`src/rtl/melody_sequencer.sv`:
```
// Score-driven melody player: steps through a small writable score RAM and
// drives the beeper tone generator with one note code per entry plus silent gaps.
module melody_sequencer #(
    parameter int BEAT_CYCLES = 3000000,
    parameter int GAP_CYCLES  = 120000,
    parameter int DEPTH       = 64,
    parameter int AW          = 6
) (
    input  logic          clk,
    input  logic          rst_n,
    input  logic          wr_en,
    input  logic [AW-1:0] wr_addr,
    input  logic [7:0]    wr_data,
    input  logic          start,
    input  logic          stop,
    input  logic          loop_en,
    output logic [4:0]    tone,
    output logic          tone_en,
    output logic          busy,
    output logic          done,
    output logic [AW-1:0] note_idx
);

    localparam int BW = (BEAT_CYCLES > 1) ? $clog2(BEAT_CYCLES) : 1;
    localparam int GW = (GAP_CYCLES > 1) ? $clog2(GAP_CYCLES) : 1;
    localparam logic [BW-1:0] BEAT_LAST = BW'(BEAT_CYCLES - 1);
    localparam logic [GW-1:0] GAP_LAST  = GW'((GAP_CYCLES > 0) ? GAP_CYCLES - 1 : 0);
    localparam logic [AW-1:0] LAST_IDX  = AW'(DEPTH - 1);
    localparam logic [AW-1:0] IDX_ZERO  = {AW{1'b0}};
    localparam logic          HAS_GAP   = (GAP_CYCLES > 0);
    localparam logic [4:0]    CODE_END  = 5'd31;
    localparam logic [4:0]    CODE_NOTE_MAX = 5'd21;

    typedef enum logic [2:0] {
        ST_IDLE   = 3'd0,
        ST_FETCH  = 3'd1,
        ST_DECODE = 3'd2,
        ST_PLAY   = 3'd3,
        ST_GAP    = 3'd4
    } state_t;

    state_t        state_r;
    logic [7:0]    mem_r [DEPTH];
    logic [7:0]    rd_data_r;
    logic [AW-1:0] idx_r;
    logic [BW-1:0] cyc_cnt_r;
    logic [2:0]    beats_left_r;
    logic [GW-1:0] gap_cnt_r;

    logic [4:0]    code_s;
    logic [2:0]    dur_s;
    logic          is_end_s;
    logic          is_note_s;
    logic          play_last_s;
    logic          adv_s;
    logic          finish_s;

    // Score RAM: synchronous write, registered read of the current index.
    always_ff @(posedge clk) begin
        if (wr_en && (wr_addr <= LAST_IDX)) begin
            mem_r[wr_addr] <= wr_data;
        end
        rd_data_r <= mem_r[idx_r];
    end

    // Entry decode and end-of-entry conditions.
    always_comb begin
        code_s      = rd_data_r[4:0];
        dur_s       = rd_data_r[7:5];
        is_end_s    = (code_s == CODE_END);
        is_note_s   = (code_s != 5'd0) && (code_s <= CODE_NOTE_MAX);
        play_last_s = (cyc_cnt_r == BEAT_LAST) && (beats_left_r == 3'd0);
        if (state_r == ST_PLAY) begin
            adv_s = play_last_s && !HAS_GAP;
        end else if (state_r == ST_GAP) begin
            adv_s = (gap_cnt_r == GAP_LAST);
        end else begin
            adv_s = 1'b0;
        end
        // The last entry behaves like an END marker when advancing.
        finish_s = (idx_r == LAST_IDX) && !loop_en;
    end

    // Sequencer FSM with registered outputs.
    always_ff @(posedge clk or negedge rst_n) begin
        if (!rst_n) begin
            state_r      <= ST_IDLE;
            idx_r        <= IDX_ZERO;
            cyc_cnt_r    <= {BW{1'b0}};
            beats_left_r <= 3'd0;
            gap_cnt_r    <= {GW{1'b0}};
            tone         <= 5'd0;
            tone_en      <= 1'b0;
            busy         <= 1'b0;
            done         <= 1'b0;
            note_idx     <= IDX_ZERO;
        end else if (stop && (state_r != ST_IDLE)) begin
            state_r <= ST_IDLE;
            tone    <= 5'd0;
            tone_en <= 1'b0;
            busy    <= 1'b0;
            done    <= 1'b0;
        end else begin
            case (state_r)
                ST_IDLE: begin
                    done <= 1'b0;
                    if (start && !stop) begin
                        idx_r   <= IDX_ZERO;
                        busy    <= 1'b1;
                        state_r <= ST_FETCH;
                    end else begin
                        state_r <= ST_IDLE;
                    end
                end
                ST_FETCH: begin
                    state_r <= ST_DECODE;
                end
                ST_DECODE: begin
                    if (is_end_s) begin
                        // END at entry 0 would loop forever with no playback.
                        if (loop_en && (idx_r != IDX_ZERO)) begin
                            idx_r   <= IDX_ZERO;
                            state_r <= ST_FETCH;
                        end else begin
                            busy    <= 1'b0;
                            done    <= 1'b1;
                            state_r <= ST_IDLE;
                        end
                    end else begin
                        tone         <= is_note_s ? code_s : 5'd0;
                        tone_en      <= is_note_s;
                        note_idx     <= idx_r;
                        cyc_cnt_r    <= {BW{1'b0}};
                        beats_left_r <= dur_s;
                        state_r      <= ST_PLAY;
                    end
                end
                ST_PLAY: begin
                    if (cyc_cnt_r == BEAT_LAST) begin
                        cyc_cnt_r    <= {BW{1'b0}};
                        beats_left_r <= beats_left_r - 3'd1;
                    end else begin
                        cyc_cnt_r <= cyc_cnt_r + BW'(1);
                    end
                    if (play_last_s) begin
                        tone      <= 5'd0;
                        tone_en   <= 1'b0;
                        gap_cnt_r <= {GW{1'b0}};
                        state_r   <= ST_GAP;
                    end else begin
                        state_r <= ST_PLAY;
                    end
                end
                ST_GAP: begin
                    gap_cnt_r <= gap_cnt_r + GW'(1);
                    state_r   <= ST_GAP;
                end
                default: begin
                    tone    <= 5'd0;
                    tone_en <= 1'b0;
                    busy    <= 1'b0;
                    state_r <= ST_IDLE;
                end
            endcase
            // Advance overrides the PLAY/GAP next state chosen above.
            if (adv_s) begin
                if (finish_s) begin
                    busy    <= 1'b0;
                    done    <= 1'b1;
                    state_r <= ST_IDLE;
                end else begin
                    idx_r   <= (idx_r == LAST_IDX) ? IDX_ZERO : idx_r + AW'(1);
                    state_r <= ST_FETCH;
                end
            end
        end
    end

endmodule

```
`config.mk`:
```
export PLATFORM = sky130hd
export DESIGN_NAME = melody_sequencer
export DESIGN_NICKNAME = d
export VERILOG_FILES = /design/src/rtl/melody_sequencer.sv
export SDC_FILE = /design/constraint.sdc
export NUM_CORES = 1
export LEC_CHECK = 0
export BUFFER_PORTS_ARGS = -buffer_cell sky130_fd_sc_hd__buf_2
export CAP_MARGIN = 0
export CORE_AREA = 2 2 312 314
export CTS_CLUSTER_DIAMETER = 120
export DETAILED_ROUTE_END_ITERATION = 6
export DIE_AREA = 0 0 314 316
export PLACE_DENSITY = 0.44
export SLEW_MARGIN = 20
export SYNTH_ARGS = -nofsm -noshare
export SYNTH_HDL_FRONTEND = slang
export SYNTH_SLANG_ARGS = --single-unit
```
`constraint.sdc`:
```
create_clock -name clk -period 4.42 [get_ports clk]
set_input_delay 0.221 -clock clk [delete_from_list [all_inputs] [get_ports clk]]
set_output_delay 0.221 -clock clk [all_outputs]
set_load 0.02 [all_outputs]
```
# Word level (Yosys, flattened, before mapping)
# Memories as Yosys holds them, arrays and structs flattened. A register that Yosys moved wholly into a read port is not among the register bits.
# Cells that the tools add are included.
[classes]
eq_ne = 14
bitwise = 2
n_reduce_logical = 23
magnitude_cmp = 2
mux = 49
add_sub_neg = 4
[op_table]
columns = ["op", "n"]
rows = [
  ["$mux 22", 2],
  ["$pmux 22 s2", 1],
  ["$mux 6", 6],
  ["$pmux 17 s2", 1],
  ["$add 22x1->22 const B", 1],
  ["$eq 22x22->1 const B", 1],
  ["$mux 1", 21],
  ["$mux 5", 4],
  ["$mux 3", 6],
  ["$add 17x1->17 const B", 1],
  ["$eq 17x17->1 const B", 1],
  ["$mux 17", 1],
  ["$pmux 3 s5", 1],
  ["$pmux 5 s3", 1],
  ["$pmux 6 s2", 1],
  ["$reduce_and 3->1", 4],
  ["$logic_and 1x1->1", 7],
  ["$add 6x1->6 const B", 1],
  ["$eq 3x2->1 const B", 2],
  ["$eq 6x6->1 const B", 1],
  ["$le 6x6->1 const B", 1],
  ["$logic_not 3->1", 2],
  ["$ne 2x2->1 const B", 3],
  ["$pmux 1 s3", 2],
  ["other kinds (18)", 22],
]
[totals]
ramBits = 512
register_bits = 65
n_memories = 1
out_inout_bits = 14
word_cells = 105
[memory_table]
columns = ["memory", "words", "width", "rd", "rd_clocked_by_memory_dff", "write_ports", "line_no", "text"]
rows = [
  ["mem_r", 64, 8, 1, 1, 1, "43", "logic [7:0] mem_r [DEPTH];"],
]

# Longest topological paths before layout
# Gate-level depths: netlist of run 1.
[depth]
word_depth = 8
ltp_mapped = 11
mapped_depth_nobuf = 7

# Worst setup path after synthesis of run 1
# OpenSTA, ideal clock, no wires.
[synth_path]
path_type = "flip-flop to flip-flop"
startpoint = "reg idx_r[0]"
endpoint = "reg state_r[0]"
stages_incl_launch_ff = 12
t_arrival_ns = 2.322
t_required_ns = 4.291
n_path_buf = 4
slack_ns = 1.969
path_cell_list = "dfrtp_1 -> buf_2 -> buf_4 -> buf_4 -> buf_2 -> inv_1 -> ha_1 -> or4b_1 -> o21ai_0 -> a21boi_0 -> o2111ai_1 -> nand3_1"
[synth_via]
elab_chain_cells = 7
word_cells_on_any_way = 10
cone_classes = "1 x eq/ne; 6 x mux; 3 x reduce/logical"
[synth_rtl]
columns = ["element", "line_no", "text"]
rows = [
  ["start, declared", "45", "logic [AW-1:0] idx_r;"],
  ["start signal, assigned", "172", "idx_r <= (idx_r == LAST_IDX) ? IDX_ZERO : idx_r + AW'(1);"],
  ["$reduce_bool 6->1", "121", "if (loop_en && (idx_r != IDX_ZERO)) begin"],
  ["$logic_and 1x1->1", "121", ""],
  ["$mux 1", "121", ""],
  ["$mux 3", "119", "if (is_end_s) begin"],
  ["$pmux 3 s5", "104", "case (state_r)"],
  ["$mux 3 *", "166", "if (adv_s) begin"],
  ["$mux 3 *", "97", "end else if (stop && (state_r != ST_IDLE)) begin"],
  ["end signal, assigned", "98", "state_r <= ST_IDLE;"],
  ["end signal, assigned", "123", "state_r <= ST_FETCH;"],
  ["end signal, assigned", "170", "state_r <= ST_IDLE;"],
  ["end, declared", "42", "state_t state_r;"],
]
# Every way passes the cells marked *; elsewhere a longest branch is shown, timed or not.
# A chain may end at the register's enable or synchronous reset.

==> summary.md, run 1 <==
| Metric | Value |
|---|---|
| Status | finished clean |
| Vias | 12780 |
| Final worst-path cycle share | 71.8% |
| TritonCTS Buffers | 60 |
| Hold Path Class | in2reg |
| Largest family of logic cells by synthesized area | multiplexers |
| Starting DRC count in detailed routing | 1074 |
| Cells after Synth | 1367 |
| Sequential cell fraction of total power | 50.7% |
| Number of max-cap violations | 0 |
| Combinational power share | 9.3% |
| CP Class | reg2reg |
| Post-DP HPWL | 38100 um |
| Ant diodes | 0 |
| IO Port Bufs | 33 |
| Number of synthesized flops with an enable pin | 512 |
| Post-synth cell types | 78 |
| Setup TNS | 0 ns |
| FP Rows | 114 |
| Count of yosys warnings during synthesis | 0 |
| Ys async rst share | 11.1% |
| Fin. max-slew vios | 0 |
| Root buffer cell | clkbuf_16 |
| Share of cells above drive strength 1 | 20.4% |
| Post-CTS Setup Inserts | 0 |
| Fill cell count | 9515 |
| CTS clk-pin slew, worst paths | 0.06 ns |
| Adder-cell area share of the yosys netlist | 0.315% |
| Vias per cell | 4.65 |
| Top FF cell, synth | edfxtp_1 |
| Synth Area in Compound Gates | 4.79% |
| Clock Latency Late Sink | 0.63 ns |
| Final Hold Violating Endpoints | 0 |
| Total wire length | 62200 um |
| GPL Wtd Cong | 0.779 |
| Power density over the cells | 453 nW/um^2 |
| Number of nets in the layout | 1448 |
| Clk_skew | 0.0399 ns |
| Final setup vio count | 0 |
| Worst rel slew slack | 28.8% |
| Critical path endpoint category | register |
| Crit path max fanout | 39 |
| Clk sinks | 585 |
| Worst endpoint required time | 4.89 ns |
| Post_cts resized | 0 |
| Minimum clock period | 3.17 ns |
| Syn_nets | 1393 |
| Switching Share | 24.3% |
| Synthesis-to-layout area growth | 15.4% |
| Synth Register Bits | 585 |
| Starting density of the core | 24.8% |
| VDD IR-drop max | 0.302 mV |
| Htree depth | 2 |
| DR DRC count | 0 |
| NetSw | 3.02 mW |
| Cell taking the most area after synthesis | edfxtp_1 |
| Startpoint Class | register |
| Clock Path Buffers | 3 |
| RSZ-0062 raised after global routing | false |
| Drt pass-1 iters | 5 |
| Post-Synth Simple-Gate Area | 7.23% |
| Syn Area/Cell | 17.4 um^2 |
| Die ar. | 99200 um^2 |
| Critical path data arrival time | 3.64 ns |
| Clk pwr share | 40.1% |
| Post-synthesis mux area share | 13.5% |
| Fmax | 0.315 GHz |
| Largest net degree at the start of global routing | 65 |
| Synth area leaders | edfxtp_1, mux4_2, dfrtp_1, nor2_1, mux2i_1 |
| Worst slew pin tran | 1.06 ns |
| CTS tree | yes |
| Number of global-route vias before repair | 13255 |
| Die H | 316 um |
| Total grt overflow | 0 |
| Initial antenna violation count | 0 |
| P_int | 9.43 mW |
| Lkg Pwr | 8.55 nW |
| Overall Power | 12.5 mW |
| Number of routed nets with antenna violations | 0 |
| Synth top area share | 64.5% |
| Ports | 34 |
| Die width | 314 um |
| Mapped Area | 23800 um^2 |
| Synth Area in XOR/XNOR | 0.661% |
| Seq/Total Area, Yosys | 72.0% |
| Average routed wire per standard cell | 22.6 um |
| GRT Total Usage | 12.6% |
| Global-route wire length before repair | 91700 um |
| CORE AREA | 96000 um^2 |
## logic make-up after synthesis
| logic type | after synthesis |
|---|---|
| DFF | 585 |
| and+or+nand+nor | 344 |
| muxes | 166 |
| AOI/OAI and AO/OA | 163 |
| buffers and inverters | 85 |
| xor gates and xnor gates | 18 |
| adders and majority gates | 6 |
## cell usage after synthesis (4+ instances only)
library cell,n
inv_1,13
nand2_1,63
o22ai_1,4
buf_2,20
a22o_1,13
nand2b_1,5
xor2_1,7
o21ai_1,8
nor4_1,5
mux2_2,6
buf_1,6
dfrtp_1,65
a221oi_1,4
nand3_1,37
o31ai_1,4
nor2_1,133
o31a_1,4
a22oi_1,27
or3_1,7
buf_4,6
edfxtp_1,512
nor2b_1,15
a31oi_1,14
o211ai_1,4
nor3_1,20
nand4_1,16
mux2i_1,37
ha_1,6
mux4_2,123
a21o_1,5
o21ai_0,25
a21oi_1,21
dfxtp_1,8
a211oi_1,4
xnor2_1,11
clkbuf_1,39
## flip-flops by register name, summed over array words and instances, names as in the netlist
signal / flops
beats_left_r: 3
busy: 1
cyc_cnt_r: 22
done: 1
gap_cnt_r: 17
idx_r: 6
mem_r: 512
note_idx: 6
rd_data_r: 8
state_r: 3
tone: 5
tone_en: 1
## metal layers
layer	wire [um]	vias to the layer above	global-route usage (%)
met1	29000	6773	17.9
met2	29000	314	20.0
met5	0	-	0
li1	-	5613	-
met4	1300	0	3.37
met3	2920	80	1.95
## final timing paths
check	to	from	depth (start not counted)	slack (ns)
worst max-delay path	rd_data_r[5]	idx_r[0]	6	1.25
worst min-delay path	idx_r[1]	loop_en	4	0.10
worst max register to register	rd_data_r[5]	idx_r[0]	6	1.25
worst min register to register	note_idx[4]	note_idx[4]	1	0.50
max in group asynchronous	gap_cnt_r[3]	rst_n	3	3.31
min in group asynchronous	gap_cnt_r[7]	rst_n	2	0.12
## timing repair
action                                 CTS  global route
hold buffers                             2             0
setup endpoints to repair                0             0
endpoints found under the hold margin   25             0
## power groups by stage
| stage | clock network [mW] | logic (mW) | registers, mW |
|---|---|---|---|
| after detailed placement | 0 | 1.18 | 6.43 |
| after global placement | 0 | 1.17 | 6.43 |
| after CTS | 5.13 | 1.18 | 6.32 |
| after floorplan | 0 | 0.771 | 6.34 |
| after global routing | 5.35 | 1.27 | 6.33 |
| final | 4.99 | 1.15 | 6.31 |
## critical path, cell delays in order (launching register included)
cell and delay [ns]:
dfrtp_4 0.89, buf_12 0.39, mux4_2 0.56, mux2i_1 0.15
o21ai_0 0.15, o21ai_0 0.61, o21ai_0 0.21
## cell type report
| cell class | count | area, um^2 | area share [%] |
|---|---|---|---|
| inverters | 13 | 48.8 | 0.177 |
| clock inverters | 34 | 280 | 1.02 |
| multi-input cells | 697 | 6310 | 23.0 |
| clock buffers | 78 | 1630 | 5.93 |
| repair buffers | 65 | 463 | 1.68 |
| well taps | 1276 | 1600 | 5.80 |
| flip-flops and latches | 585 | 17200 | 62.4 |
## cells in the final DEF, fill, tap and decap left out, drive strengths merged, types with 5 or more instances in the layout
cell type  Yosys  final
edfxtp       512    512
nor2         135    135
mux4         123    123
clkbuf        39     78
dfrtp         65     65
nand2         63     63
buf           33     63
nand3         37     37
mux2i         37     37
o21ai         33     33
a22oi         27     27
clkinv         0     27
a21oi         21     21
nor3          20     20
nand4         17     17
nor2b         15     15
a31oi         14     14
inv           13     14
a22o          13     13
xnor2         11     11
dfxtp          8      8
or3            7      7
xor2           7      7
nor4           7      7
mux2           6      6
ha             6      6
nand2b         5      5
a21o           5      5
## stage by stage
step	cells	utilization, %	hold WS, ns	instance area [um^2]	worst slack [ns]
floorplan	1367	-	-0.0746	23800	1.97
global placement	2634	26.6	0.229	25600	1.18
detailed placement	2634	26.6	0.233	25600	1.18
CTS	2748	28.6	0.0663	27500	1.18
global route	2748	28.7	0.121	27500	1.06
finish	2748	28.7	0.102	27500	1.25
Note: power is estimated with default switching activity, not from simulation.
==> run 2, diff against run 1 <==
--- a/config.mk
+++ b/config.mk
@@ -11,7 +11,7 @@
 export CTS_CLUSTER_DIAMETER = 120
 export DETAILED_ROUTE_END_ITERATION = 6
 export DIE_AREA = 0 0 314 316
-export PLACE_DENSITY = 0.44
+export PLACE_DENSITY = 0.46
 export SLEW_MARGIN = 20
 export SYNTH_ARGS = -nofsm -noshare
 export SYNTH_HDL_FRONTEND = slang
==> constraint.sdc (replaced) <==
create_clock -name clk -period 2.7 [get_ports clk]
set_input_delay 0.135 -clock clk [delete_from_list [all_inputs] [get_ports clk]]
set_output_delay 0.135 -clock clk [all_outputs]
set_load 0.02 [all_outputs]
==> summary.md, run 2 (synthesis gave the netlist of run 1 again) <==
| Metric | Value |
|---|---|
| Worst slack at placement | 0.128 ns |
| Final Hold Violating Endpoints | 0 |
| CP Class | reg2reg |
| Critical path's slowest cell | a311oi_1 |
| Worst rel slew slack | 31.0% |
| Top delay family on crit path | compound AO/OA/AOI/OAI gates |
| Share of cells above drive strength 1 | 25.9% |
| Die H | 316 um |
| Total wire length | 61900 um |
| Vias per cell | 4.59 |
| TritonCTS Buffers | 59 |
| Ports | 34 |
| CP peak stage delay | 0.65 ns |
| Synthesis-to-layout area growth | 19.4% |
| Startpoint Class | register |
| IO Port Bufs | 33 |
| Largest register FFs | 512 |
| Worst hold margin | 0.0468 ns |
| Worst endpoint required time | 3.20 ns |
| Post-DP HPWL | 40300 um |
| Vias | 13154 |
| Fmax | 0.387 GHz |
| Minimum clock period | 2.58 ns |
| Number of routed nets with antenna violations | 0 |
| Clk sinks | 585 |
| Most common cell after layout, fill and taps aside | edfxtp_1 |
| Global-route wire length before repair | 92200 um |
| Final worst-path cycle share | 95.7% |
| GRT Total Usage | 12.6% |
| Worst slew pin tran | 1.04 ns |
| Most frequent cells in the layout | edfxtp_1, buf_4, nor2_1 |
| Worst R2R Setup Slack | 0.12 ns |
| Setup TNS | 0 ns |
| Fin. max-slew vios | 0 |
| Drt pass-1 iters | 6 |
| Status | finished clean |
| Number of max-cap violations | 0 |
| Initial antenna violation count | 0 |
| Root buffer cell | clkbuf_16 |
| Total grt overflow | 0 |
| CORE AREA | 96000 um^2 |
| Die width | 314 um |
| CTS tree | yes |
| Clock Latency Late Sink | 0.64 ns |
| Htree depth | 2 |
| Crit path max fanout | 23 |
| Fill cell count | 9458 |
| Fin worst setup slack | 0.117 ns |
| Lkg Pwr | 9.16 nW |
| Critical path data arrival time | 3.08 ns |
| Die ar. | 99200 um^2 |
| Largest net degree at the start of global routing | 65 |
| CTS clk-pin slew, worst paths | 0.07 ns |
| Largest regs | mem_r: 512 flops, cyc_cnt_r: 22 flops, gap_cnt_r: 17 flops |
| Hold Path Class | in2reg |
| Critical path endpoint category | register |
| Number of nets in the layout | 1565 |
| Power density over the cells | 723 nW/um^2 |
| Final setup vio count | 0 |
| Starting DRC count in detailed routing | 1112 |
| Most flops, register | mem_r |
| Average routed wire per standard cell | 21.6 um |
| Starting density of the core | 24.8% |
| DR DRC count | 0 |
| GPL Wtd Cong | 0.764 |
| Critical Path, Cell by Cell | buf_12, mux4_2, mux2i_1, nor3_1, a311oi_1, o21ai_0 |
| Clock Path Buffers | 3 |
| Worst path bufs/invs | 1 |
| Clk_skew | 0.0398 ns |
| FP Rows | 114 |
| RSZ-0062 raised after global routing | false |
| VDD IR-drop max | 0.468 mV |
| Number of global-route vias before repair | 13619 |
==> run 2: cell types whose count changed in the layout (fill, tap and decap cells not counted), sizes merged <==
cell and delta:
clkinv +3, clkinvlp +3, dlygate4sd3 +2, diode +1, clkbuf -11, buf +116, bufinv +3
==> run 2: area by class of cell <==
type	count	area, um^2	area share, %
Multi-Input combinational cell	697	6310	22.2
Inverter	13	48.8	0.171
Sequential cell	585	17200	60.3
Clock buffer	67	1520	5.33
Clock inverter	43	423	1.49
Tap cell	1276	1600	5.61
Antenna cell	1	2.50	0.00879
Timing Repair Buffer	183	1390	4.88
==> run 2: power by group <==
| group | internal (mW) | switching [mW] | total (mW) | leakage, nW |
|---|---|---|---|---|
| sequential | 10.0 | 0.173 | 10.2 | 5.55 |
| combinational | 0.874 | 1.26 | 2.14 | 2.68 |
| clock | 4.70 | 3.54 | 8.25 | 0.932 |
| total | 15.6 | 4.98 | 20.6 | 9.16 |
==> run 2: final timing paths <==
kind / from / endpoint / cells after the start
max in group asynchronous: rst_n / cyc_cnt_r[10] / 3
setup reg to reg: idx_r[0] / rd_data_r[2] / 6
hold / removal: wr_data[3] / mem_r[54][3] / 1
min in group asynchronous: rst_n / gap_cnt_r[7] / 2
hold reg to reg: tone_en / tone_en / 1
setup / recovery: idx_r[0] / rd_data_r[2] / 6
==> run 2: metal layers <==
metal | up-vias | global-route usage, % | wire length (um)
met2 | 298 | 20.0 | 28900
met4 | 0 | 3.34 | 1240
met5 | - | 0 | 0
li1 | 5848 | - | -
met3 | 73 | 2.20 | 2870
met1 | 6935 | 17.7 | 28900
==> run 2: worst reg2reg max path, stage by stage, from the launching register on <==
cell and delay [ns]:
dfrtp_4 0.54, buf_12 0.24, mux4_2 0.57, mux2i_1 0.25, nor3_1 0.09, a311oi_1 0.65, o21ai_0 0.15
==> run 2: timing repair <==
item                                    CTS  global route
buffers inserted                          0             0
gates resized for setup                   0             1
hold buffers                              4             0
endpoints found under the setup margin    0             1
endpoints found under the hold margin    48             0
==> run 2: per-stage QoR <==
| stage | util [%] | total power [mW] | instance area (um^2) | instances |
|---|---|---|---|---|
| after floorplan | - | 11.6 | 23800 | 1367 |
| after global placement | 27.6 | 12.5 | 26500 | 2750 |
| after detailed placement | 27.6 | 12.6 | 26500 | 2750 |
| after CTS | 29.6 | 20.8 | 28500 | 2864 |
| after global routing | 29.6 | 21.4 | 28500 | 2864 |
| final | 29.6 | 20.6 | 28500 | 2865 |
==> run 3, diff against run 2 <==
--- a/config.mk
+++ b/config.mk
@@ -12,6 +12,7 @@
 export DETAILED_ROUTE_END_ITERATION = 6
 export DIE_AREA = 0 0 314 316
 export PLACE_DENSITY = 0.46
+export REMOVE_ABC_BUFFERS = 1
 export SLEW_MARGIN = 20
 export SYNTH_ARGS = -nofsm -noshare
 export SYNTH_HDL_FRONTEND = slang
==> summary.md, run 3 (synthesis gave the netlist of run 1 again) <==
| Metric | Value |
|---|---|
| CTS tree | yes |
| Global-route wire length before repair | 92700 um |
| Initial antenna violation count | 0 |
| Most frequent cells in the layout | edfxtp_1, nor2_1, mux4_2 |
| Clock Latency Late Sink | 0.66 ns |
| Most common cell after layout, fill and taps aside | edfxtp_1 |
| Final worst-path cycle share | 96.2% |
| Critical path endpoint category | register |
| Vias per cell | 4.62 |
| GPL Wtd Cong | 0.792 |
| Number of nets in the layout | 1549 |
| Critical path data arrival time | 3.15 ns |
| VDD IR-drop max | 0.387 mV |
| Worst slew pin tran | 0.973 ns |
| Largest register FFs | 512 |
| Startpoint Class | register |
| CP Class | reg2reg |
| CORE AREA | 96000 um^2 |
| Largest regs | mem_r: 512 flops, cyc_cnt_r: 22 flops, gap_cnt_r: 17 flops |
| CTS clk-pin slew, worst paths | 0.06 ns |
| FP Rows | 114 |
| Critical Path, Cell by Cell | buf_12, mux4_2, mux2i_1, nor2_1, o32ai_1, buf_4, nand2_1 |
| Number of max-cap violations | 0 |
| Most flops, register | mem_r |
| Final Hold Violating Endpoints | 0 |
| Hold Path Class | in2reg |
| Final setup vio count | 0 |
| Status | finished clean |
| Number of routed nets with antenna violations | 0 |
| Clk sinks | 585 |
| Root buffer cell | clkbuf_16 |
| Largest net degree at the start of global routing | 65 |
| Drt pass-1 iters | 5 |
| Number of global-route vias before repair | 13482 |
| Clock Path Buffers | 3 |
| Multi-input gate area | 6310 um^2 |
| Share of cells above drive strength 1 | 24.8% |
| Clk_skew | 0.0457 ns |
| Average routed wire per standard cell | 22.0 um |
| Fill cell count | 9491 |
| Die ar. | 99200 um^2 |
| Worst hold margin | 0.0395 ns |
| Post-DP HPWL | 40500 um |
| IO Port Bufs | 33 |
| Die H | 316 um |
| Starting DRC count in detailed routing | 1167 |
| Fin util | 29.6% |
| Synthesis-to-layout area growth | 19.2% |
| Critical path's slowest cell | mux4_2 |
| Worst rel slew slack | 35.0% |
| Fmax | 0.385 GHz |
| GRT Total Usage | 12.6% |
| CP peak stage delay | 0.56 ns |
| Minimum clock period | 2.60 ns |
| Total grt overflow | 0 |
| Starting density of the core | 24.8% |
| Fin. max-slew vios | 0 |
| RSZ-0062 raised after global routing | false |
| Worst endpoint required time | 3.25 ns |
| Power density over the cells | 727 nW/um^2 |
| Total wire length | 62800 um |
| Reg area | 17200 um^2 |
| Htree depth | 2 |
| DR DRC count | 0 |
| Overall Power | 20.7 mW |
| Crit path max fanout | 28 |
| Vias | 13149 |
| Lkg Pwr | 9.10 nW |
| Ports | 34 |
| TritonCTS Buffers | 59 |
| Die width | 314 um |
| Ant diodes | 0 |
## run 3: cell types whose count changed in the layout (fill, tap and decap cells not counted), moves of 4 or more
cell      before  now
buf_4        139  117
buf_12         7   11
clkinv_1      19    5
clkinv_2       9    5
clkbuf_1       7   25
clkbuf_8       1    5
## run 3: power breakdown
group          switching, mW  internal, mW
registers              0.167          10.0
logic                   1.28         0.884
clock network           3.53          4.78
## run 3: path summary, 6_finish.rpt
check,from,end,slack (ns),cells past startpoint
setup / recovery,idx_r[0],rd_data_r[1],0.10,7
hold / removal,wr_data[7],mem_r[49][7],0.04,1
setup reg to reg,idx_r[0],rd_data_r[1],0.10,7
hold reg to reg,tone_en,tone_en,0.49,1
max in group asynchronous,rst_n,note_idx[0],1.77,3
min in group asynchronous,rst_n,done,0.15,2
## run 3: routing by layer
| layer | global-route usage, % | share of wire [%] | wire, um | vias to the layer above |
|---|---|---|---|---|
| met5 | 0 | 0 | 0 | - |
| met4 | 2.96 | 1.8 | 1130 | 0 |
| met3 | 2.25 | 5.2 | 3270 | 85 |
| met2 | 20.2 | 47 | 29400 | 353 |
| met1 | 17.8 | 46 | 29000 | 6909 |
| li1 | - | - | - | 5802 |
## run 3: worst max-delay path: cells and delay by family, from the launching register on
kind | cells | cell delay (ns)
multiplexers | 2 | 0.92
flip-flops | 1 | 0.49
buffers and inverters | 2 | 0.44
AO/OA/AOI/OAI | 1 | 0.43
AND/OR/NAND/NOR | 2 | 0.19
## run 3: final cells by class
cell class              instances  share of cell area (%)
inverters                      13                   0.172
multi-input cells             697                    22.2
flip-flops and latches        585                    60.4
well taps                    1276                    5.62
repair buffers                167                    4.68
clock buffers                  89                    5.77
clock inverters                22                    1.11
## run 3: metrics by stage
| stage | instance area [um^2] | TNS [ns] | std cells | setup slack (ns) |
|---|---|---|---|---|
| global route | 28400 | 0 | 2849 | 0.0166 |
| detailed placement | 26400 | -0.0706 | 2731 | -0.0706 |
| CTS | 28400 | 0 | 2849 | 0.0724 |
| global placement | 26400 | -0.414 | 2731 | -0.310 |
| floorplan | 23500 | -69.39 | 1295 | -4.02 |
| finish | 28400 | 0 | 2849 | 0.103 |
## run 3: what timing repair did
item,in CTS,in global routing
pin swaps,0,0
hold buffers,7,0
hold endpoints to repair,125,0
buffers inserted,0,0
gates resized for setup,1,1
setup endpoints to repair,1,1
